==> src/rtl/butterfly_pkg.sv <==
// Shared definitions for the butterfly controllers: FSM states, default geometry and counter widths.
package butterfly_pkg;

  localparam int unsigned NUM_OUTPUT_DEF = 8;
  localparam int unsigned MAX_LEN_DEF    = 2048;
  localparam int unsigned REP_WIDTH_DEF  = 16;

  typedef enum logic [1:0] {
    IDLE  = 2'd0,
    RUN   = 2'd1,
    DRAIN = 2'd2,
    DONE  = 2'd3
  } state_e;

  function automatic int unsigned word_cnt_w(input int unsigned max_len);
    return $clog2(max_len);
  endfunction

  function automatic int unsigned grp_cnt_w(input int unsigned max_len, input int unsigned num_output,
                                            input int unsigned rep_width);
    return $clog2(max_len / num_output) + rep_width;
  endfunction

  localparam int unsigned WORD_CNT_W = word_cnt_w(MAX_LEN_DEF);
  localparam int unsigned VEC_CNT_W  = REP_WIDTH_DEF;
  localparam int unsigned GRP_CNT_W  = grp_cnt_w(MAX_LEN_DEF, NUM_OUTPUT_DEF, REP_WIDTH_DEF);

endpackage

==> src/rtl/butterfly_s2p_ctrl_if.sv <==
// Descriptor, serial source and s2p-side signals of the butterfly s2p sequencer.
interface butterfly_s2p_ctrl_if
  import butterfly_pkg::*;
#(
  parameter int unsigned DATA_WIDTH = 16,
  parameter int unsigned REP_WIDTH  = REP_WIDTH_DEF
);
  logic                  cfg_vld;
  logic                  cfg_rdy;
  logic [31:0]           cfg_length;
  logic [REP_WIDTH-1:0]  cfg_repeat;
  logic [DATA_WIDTH-1:0] src_dat;
  logic                  src_vld;
  logic                  src_rdy;
  logic [DATA_WIDTH-1:0] s2p_up_dat;
  logic                  s2p_up_vld;
  logic [31:0]           s2p_length;
  logic                  s2p_up_rdy;
  logic                  s2p_dn_vld;

  // Environment side: descriptor/source producer and the s2p itself.
  modport master (
    output cfg_vld, cfg_length, cfg_repeat, src_dat, src_vld, s2p_up_rdy, s2p_dn_vld,
    input  cfg_rdy, src_rdy, s2p_up_dat, s2p_up_vld, s2p_length
  );

  // Sequencer side.
  modport slave (
    input  cfg_vld, cfg_length, cfg_repeat, src_dat, src_vld, s2p_up_rdy, s2p_dn_vld,
    output cfg_rdy, src_rdy, s2p_up_dat, s2p_up_vld, s2p_length
  );
endinterface

==> src/rtl/butterfly_cfg_check.sv <==
// Combinational legality check of a butterfly job descriptor (length, repeat).
module butterfly_cfg_check
  import butterfly_pkg::*;
#(
  parameter int unsigned NUM_OUTPUT = NUM_OUTPUT_DEF,
  parameter int unsigned MAX_LEN    = MAX_LEN_DEF,
  parameter int unsigned REP_WIDTH  = REP_WIDTH_DEF
) (
  input  logic [31:0]          length,
  input  logic [REP_WIDTH-1:0] rep,
  output logic                 legal_c
);
  localparam int unsigned LANE_W = $clog2(NUM_OUTPUT);

  always_comb begin
    legal_c = (length != 32'd0)
           && (length[LANE_W-1:0] == LANE_W'(0))
           && (length <= 32'(MAX_LEN))
           && (rep != REP_WIDTH'(0));
  end
endmodule

==> src/rtl/butterfly_s2p_ctrl.sv <==
// Job sequencer for the butterfly s2p: feeds length*repeat serial words, counts emitted groups, pulses done.
module butterfly_s2p_ctrl
  import butterfly_pkg::*;
#(
  parameter int unsigned DATA_WIDTH = 16,
  parameter int unsigned NUM_OUTPUT = NUM_OUTPUT_DEF,
  parameter int unsigned MAX_LEN    = MAX_LEN_DEF,
  parameter int unsigned REP_WIDTH  = REP_WIDTH_DEF
) (
  input  logic                 clk,
  input  logic                 rst_n,
  butterfly_s2p_ctrl_if.slave  bus,
  output logic                 busy,
  output logic                 done,
  output logic                 err
);
  localparam int unsigned WORD_W    = word_cnt_w(MAX_LEN);
  localparam int unsigned GRP_W     = grp_cnt_w(MAX_LEN, NUM_OUTPUT, REP_WIDTH);
  localparam int unsigned GRP_SHIFT = $clog2(NUM_OUTPUT);

  state_e                state, state_nxt;
  logic [WORD_W-1:0]     word_cnt, len_m1;
  logic [REP_WIDTH-1:0]  vec_cnt, rep_m1;
  logic [GRP_W-1:0]      grp_cnt, tot_grp;
  logic [31:0]           length_q;
  logic                  dn_prev;

  logic                  cfg_legal_c;
  logic                  cfg_rdy_c, src_rdy_c, up_vld_c;
  logic                  accept_c, reject_c, last_word_c, grp_rise_c, stray_c;
  logic [DATA_WIDTH-1:0] up_dat_c;

  butterfly_cfg_check #(
    .NUM_OUTPUT (NUM_OUTPUT),
    .MAX_LEN    (MAX_LEN),
    .REP_WIDTH  (REP_WIDTH)
  ) u_cfg_check (
    .length  (bus.cfg_length),
    .rep     (bus.cfg_repeat),
    .legal_c (cfg_legal_c)
  );

  // Next state and handshake decode.
  always_comb begin
    state_nxt   = state;
    cfg_rdy_c   = 1'b0;
    src_rdy_c   = 1'b0;
    up_vld_c    = 1'b0;
    up_dat_c    = bus.src_dat;
    accept_c    = 1'b0;
    reject_c    = 1'b0;
    last_word_c = (word_cnt == len_m1) && (vec_cnt == rep_m1);
    grp_rise_c  = bus.s2p_dn_vld && !dn_prev;
    // A group beyond the expected total (or any group while idle) is flagged but never blocks the job.
    stray_c     = grp_rise_c && ((state == IDLE) || (grp_cnt >= tot_grp));
    case (state)
      IDLE: begin
        cfg_rdy_c = 1'b1;
        accept_c  = bus.cfg_vld && cfg_legal_c;
        reject_c  = bus.cfg_vld && !cfg_legal_c;
        if (accept_c) state_nxt = RUN;
      end
      RUN: begin
        src_rdy_c = bus.s2p_up_rdy;
        up_vld_c  = bus.src_vld && bus.s2p_up_rdy;
        if (up_vld_c && last_word_c) state_nxt = DRAIN;
      end
      DRAIN: begin
        // Wait for the final group to land and drop before declaring completion.
        if ((grp_cnt >= tot_grp) && !bus.s2p_dn_vld) state_nxt = DONE;
      end
      DONE:    state_nxt = IDLE;
      default: state_nxt = IDLE;
    endcase
  end

  // State, descriptor latches and word/vector/group counters.
  always_ff @(posedge clk) begin
    if (!rst_n) begin
      state    <= IDLE;
      word_cnt <= '0;
      vec_cnt  <= '0;
      len_m1   <= '0;
      rep_m1   <= '0;
      tot_grp  <= '0;
      grp_cnt  <= '0;
      length_q <= '0;
      dn_prev  <= 1'b0;
      err      <= 1'b0;
    end else begin
      state   <= state_nxt;
      dn_prev <= bus.s2p_dn_vld;
      err     <= reject_c || stray_c;
      if (accept_c) begin
        length_q <= bus.cfg_length;
        len_m1   <= WORD_W'(bus.cfg_length - 32'd1);
        rep_m1   <= bus.cfg_repeat - REP_WIDTH'(1);
        tot_grp  <= GRP_W'(bus.cfg_length >> GRP_SHIFT) * GRP_W'(bus.cfg_repeat);
        word_cnt <= '0;
        vec_cnt  <= '0;
        grp_cnt  <= '0;
      end else begin
        if (up_vld_c) begin
          if (word_cnt == len_m1) begin
            word_cnt <= '0;
            vec_cnt  <= vec_cnt + REP_WIDTH'(1);
          end else begin
            word_cnt <= word_cnt + WORD_W'(1);
          end
        end
        if (grp_rise_c && (grp_cnt != '1)) grp_cnt <= grp_cnt + GRP_W'(1);
      end
    end
  end

  assign bus.cfg_rdy    = cfg_rdy_c;
  assign bus.src_rdy    = src_rdy_c;
  assign bus.s2p_up_vld = up_vld_c;
  assign bus.s2p_up_dat = up_dat_c;
  assign bus.s2p_length = length_q;
  assign busy           = (state != IDLE);
  assign done           = (state == DONE);

endmodule

==> src/flat_wrapper.sv <==
// flat-port wrapper written by rule: the top's interface ports become plain ports
module butterfly_s2p_ctrl_flat import butterfly_pkg::*;
#(
  parameter int unsigned DATA_WIDTH = 16,
  parameter int unsigned NUM_OUTPUT = NUM_OUTPUT_DEF,
  parameter int unsigned MAX_LEN    = MAX_LEN_DEF,
  parameter int unsigned REP_WIDTH  = REP_WIDTH_DEF
)
  (clk, rst_n, busy, done, err, bus_cfg_vld, bus_cfg_length, bus_cfg_repeat, bus_src_dat, bus_src_vld, bus_s2p_up_rdy, bus_s2p_dn_vld, bus_cfg_rdy, bus_src_rdy, bus_s2p_up_dat, bus_s2p_up_vld, bus_s2p_length);
  butterfly_s2p_ctrl_if #(.DATA_WIDTH(DATA_WIDTH), .REP_WIDTH(REP_WIDTH)) bus_i ();
  input  logic clk;
  input  logic rst_n;
  output logic busy;
  output logic done;
  output logic err;
  input wire logic [$bits(bus_i.cfg_vld)-1:0] bus_cfg_vld;
  input wire logic [$bits(bus_i.cfg_length)-1:0] bus_cfg_length;
  input wire logic [$bits(bus_i.cfg_repeat)-1:0] bus_cfg_repeat;
  input wire logic [$bits(bus_i.src_dat)-1:0] bus_src_dat;
  input wire logic [$bits(bus_i.src_vld)-1:0] bus_src_vld;
  input wire logic [$bits(bus_i.s2p_up_rdy)-1:0] bus_s2p_up_rdy;
  input wire logic [$bits(bus_i.s2p_dn_vld)-1:0] bus_s2p_dn_vld;
  output wire logic [$bits(bus_i.cfg_rdy)-1:0] bus_cfg_rdy;
  output wire logic [$bits(bus_i.src_rdy)-1:0] bus_src_rdy;
  output wire logic [$bits(bus_i.s2p_up_dat)-1:0] bus_s2p_up_dat;
  output wire logic [$bits(bus_i.s2p_up_vld)-1:0] bus_s2p_up_vld;
  output wire logic [$bits(bus_i.s2p_length)-1:0] bus_s2p_length;
  assign bus_i.cfg_vld = bus_cfg_vld;
  assign bus_i.cfg_length = bus_cfg_length;
  assign bus_i.cfg_repeat = bus_cfg_repeat;
  assign bus_i.src_dat = bus_src_dat;
  assign bus_i.src_vld = bus_src_vld;
  assign bus_i.s2p_up_rdy = bus_s2p_up_rdy;
  assign bus_i.s2p_dn_vld = bus_s2p_dn_vld;
  assign bus_cfg_rdy = bus_i.cfg_rdy;
  assign bus_src_rdy = bus_i.src_rdy;
  assign bus_s2p_up_dat = bus_i.s2p_up_dat;
  assign bus_s2p_up_vld = bus_i.s2p_up_vld;
  assign bus_s2p_length = bus_i.s2p_length;
  butterfly_s2p_ctrl #(.DATA_WIDTH(DATA_WIDTH), .NUM_OUTPUT(NUM_OUTPUT), .MAX_LEN(MAX_LEN), .REP_WIDTH(REP_WIDTH)) u_core (.clk(clk), .rst_n(rst_n), .bus(bus_i), .busy(busy), .done(done), .err(err));
endmodule
==> config.mk <==
export PLATFORM = sky130hd
export DESIGN_NAME = butterfly_s2p_ctrl_flat
export DESIGN_NICKNAME = d
export VERILOG_FILES = /design/src/rtl/butterfly_pkg.sv /design/src/rtl/butterfly_s2p_ctrl_if.sv /design/src/rtl/butterfly_cfg_check.sv /design/src/rtl/butterfly_s2p_ctrl.sv /design/src/flat_wrapper.sv
export SDC_FILE = /design/constraint.sdc
export NUM_CORES = 1
export LEC_CHECK = 0
export ABC_AREA = 0
export CORE_UTILIZATION = 30
export DETAILED_ROUTE_END_ITERATION = 8
export PLACE_DENSITY = 0.46
export REMOVE_ABC_BUFFERS = 1
export SLEW_MARGIN = 10
export SYNTH_ARGS = -nofsm -noshare
export SYNTH_HDL_FRONTEND = slang
export SYNTH_SLANG_ARGS = --single-unit
==> constraint.sdc <==
create_clock -name clk -period 14.76 [get_ports clk]
set_input_delay 3.69 -clock clk [delete_from_list [all_inputs] [get_ports clk]]
set_output_delay 3.69 -clock clk [all_outputs]
set_load 0.1 [all_outputs]
==> results.json <==
{
  "rsz0062_at_grt": "no",
  "worstPathArrival_ns": 10.39,
  "cts-buffers-inserted": 17,
  "drv_slew": 0,
  "worstPathCellList": "clkdlybuf4s50_1 -> and2_1 -> fa_1 -> inv_1 -> fa_1 -> fa_1 -> inv_1 -> fa_1 -> fa_1 -> inv_1 -> fa_1 -> inv_1 -> ha_1 -> nand3_1 -> a21oi_1 -> a21oi_1 -> o21bai_1 -> o21a_1 -> o41ai_1 -> or4b_1 -> nand3_1",
  "firstDrtPassIters": 5,
  "p_per_area_nw_per_um2": 188,
  "routed_wl_um": 39200,
  "drt_iter0_drc": 441,
  "dp_hpwl_um": 29100,
  "required_ns": 15.14,
  "end_kind": "register",
  "dieArea_um2": 49400,
  "fin_crit_ns": 10.01,
  "r2r_start": "u_core.state[1]",
  "antenna_left": 0,
  "cts_root_buf": "clkbuf_16",
  "holdBufCountCts": 0,
  "path_clk_slew_ns": 0.06,
  "status": "finished clean",
  "htree_levels": 4,
  "fin_tns_setup_ns": 0,
  "finalNetCount": 2068,
  "areaGrowthSynthToFinish_pct": 13.1,
  "hold_end": "u_core.bus.s2p_length[11]",
  "clk_latency_ns": 0.44,
  "path_max_fanout": 19,
  "synth_area_per_cell_um2": 8.59,
  "fp.dieW_um": 222,
  "core_um2": 47800,
  "p_total_w": 0.00309,
  "viasPerCell": 4.74,
  "ys.flop_type": "dfxtp_1",
  "cp.depth": 21,
  "clock-sinks": 138,
  "critPathKind": "in -> reg",
  "clockBufferDepth": 2,
  "wire_per_inst_um": 16.7,
  "antenna_found_initial": 2,
  "synthCells": 1695,
  "grtUsageTotal": 0.168,
  "syn_area_um2": 14600,
  "synth_top_area_frac": 0.264,
  "synth_area_leaders": "fa_1, dfxtp_1, ha_1, inv_1, nand2_1",
  "power.leakage_nw": 7.52,
  "chipHeight_um": 222,
  "fin_worst_skew_ns": 0.00895,
  "gp_congestion": 0.782,
  "yosys_warnings": 0,
  "ys_seq_area_frac": 0.190,
  "pin_count": 124,
  "whs_ns": 0.462,
  "drc": 0,
  "grt_max_degree": 95,
  "post_cts_buffers": 0,
  "vias": 11115,
  "cts_tree": "built",
  "synth_edf_count": 0,
  "drive_gt1_frac": 0.0341,
  "hold_path.class": "reg -> reg",
  "synth-seq-cells": 138,
  "hold_depth": 2,
  "synth_top_area_cell": "fa_1",
  "tightest_slew_ns": 1.22,
  "num_rows": 80,
  "setup_viol": 0,
  "r2r_cells": 9,
  "diodes": 0,
  "cts_resized": 0,
  "synth.distinct_cells": 56,
  "port_buffers": 91,
  "max_freq_ghz": 0.0999,
  "rrSetupSlack_ns": 11.71,
  "hold_start": "u_core.bus.s2p_length[11]",
  "crit_top_cell": "fa_1",
  "max_slew_margin": 0.183,
  "finalHoldViolCount": 0,
  "path_delay_family": "adder cells",
  "async_flop_share": 0,
  "ir_worst_vdd_v": 0.000221,
  "grt_overflow": 0,
  "r2r-end": "u_core.vec_cnt[11]",
  "cp_num_buf_inv": 5,
  "grt_pass1_vias": 12150,
  "grt_pass1_wl_um": 65300,
  "startpoint_type": "input port",
  "max-cap-violations": 0,
  "initial_utilization": 0.304,
  "critPathSlowestCell": "clkdlybuf4s50_1",
  "setup_slack_ns": 4.75,
  "timing.final.crit_share": 0.678,
  "place_ws_ns": 4.28,
  "max_stage_delay_ns": 1.06
}
-- area by class of cell --
type                    count  area, µm²
clock buffers              18        429
inverters                 263        987
multi-input cells        1189      10300
fillers                  5045      31400
flip-flops and latches    138       2760
repair buffers            106       1020
well taps                 615        769
clock inverters            14        160
-- kinds of logic after synthesis --
group | after synthesis | synth area share
and+or+nand+nor | 622 | 0.209
buffers and inverters | 368 | 0.101
adders and majority gates | 283 | 0.342
AOI/OAI and AO/OA | 145 | 0.0732
DFF | 138 | 0.190
xor gates and xnor gates | 136 | 0.0828
muxes | 3 | 0.00206
-- metrics by stage --
| step | cell area [µm²] | instances | util |
|---|---|---|---|
| final | 16500 | 2343 | 0.344 |
| after global routing | 16500 | 2343 | 0.344 |
| after CTS | 16500 | 2343 | 0.344 |
| after detailed placement | 15900 | 2311 | 0.332 |
| after global placement | 15900 | 2311 | 0.332 |
| after floorplan | 14100 | 1590 | - |
-- sequential cells by signal (all words and copies together), names as in the netlist --
name                   flops
u_core.state               2
u_core.grp_cnt            24
u_core.err                 1
u_core.bus.s2p_length     32
u_core.dn_prev             1
u_core.len_m1             11
u_core.tot_grp            24
u_core.vec_cnt            16
u_core.rep_m1             16
u_core.word_cnt           11
-- metal layers --
layer,GRT usage,wire length (µm),up-vias
li1,-,-,5313
met1,0.209,17400,5581
met2,0.299,19700,177
met3,0.0323,1470,40
met4,0.0383,658,4
met5,0,31,-
-- cell usage in the layout, fill, tap and decap left out, types with 4 or more instances in the layout --
| cell type | instances |
|---|---|
| inv_1 | 263 |
| nand2_1 | 258 |
| fa_1 | 192 |
| dfxtp_1 | 138 |
| and2_1 | 118 |
| ha_1 | 91 |
| clkdlybuf4s50_1 | 90 |
| nor2_1 | 78 |
| xnor2_1 | 70 |
| xor2_1 | 65 |
| nand3_1 | 39 |
| and3_1 | 32 |
| o211a_1 | 30 |
| a21oi_1 | 27 |
| nand4_1 | 24 |
| o21ai_0 | 21 |
| a21boi_0 | 21 |
| clkbuf_16 | 17 |
| buf_4 | 15 |
| nor3_1 | 13 |
| nor4_1 | 12 |
| a21o_1 | 11 |
| nor2b_1 | 10 |
| nand2b_1 | 8 |
| or3_1 | 6 |
| a211oi_1 | 6 |
| o211ai_1 | 5 |
| or4_1 | 4 |
| o21a_1 | 4 |
| inv_6 | 4 |
-- power breakdown --
| part | internal, W | switching [W] | total (W) |
|---|---|---|---|
| clock | 0.000252 | 0.000183 | 0.000435 |
| combinational | 0.000992 | 0.00129 | 0.00228 |
| sequential | 0.000373 | 0.000000545 | 0.000374 |
-- synthesized netlist by cell type (3+ instances only) --
cell type and n:
inv_1 263, and2_1 118, xor2_1 65, nand4_1 24, o31ai_1 3, and4_1 3
nor3_1 13, o211a_1 30, ha_1 91, a21o_1 11, nand3b_1 3, nand3_1 39
nor4_1 12, a211oi_1 6, fa_1 192, o21a_1 4, and3_1 32, dfxtp_1 138
mux2i_1 3, or3_1 6, xnor2_1 70, a21oi_1 27, buf_4 16, nor2_1 80
clkbuf_1 74, nand2_1 258, or4_1 4, buf_1 3, nand2b_1 8, o21ai_0 21
nor2b_1 10, o211ai_1 5, buf_2 10, o2111ai_1 3, a21boi_0 21
-- worst register-to-register path: cells and delay by family (launching register included) --
kind / cells / cell delay [ns]
AND/OR/NAND/NOR: 6 / 2.08
flip-flops: 1 / 0.34
adder cells (fa/ha/maj): 1 / 0.31
XOR/XNOR: 1 / 0.11
buffers and inverters: 1 / 0.09
-- worst max-delay path by stage --
stage	slack, ns	end	startpoint
floorplan	5.88	u_core.tot_grp[23]	bus_cfg_repeat[15]
global placement	4.41	u_core.tot_grp[21]	bus_cfg_length[10]
detailed placement	4.28	u_core.tot_grp[21]	bus_cfg_length[10]
CTS	4.75	u_core.tot_grp[21]	bus_cfg_length[10]
global route	4.34	u_core.tot_grp[21]	bus_cfg_length[10]
finish	4.75	u_core.tot_grp[21]	bus_cfg_length[9]
No activity file was read; power rests on OpenSTA's default activity.
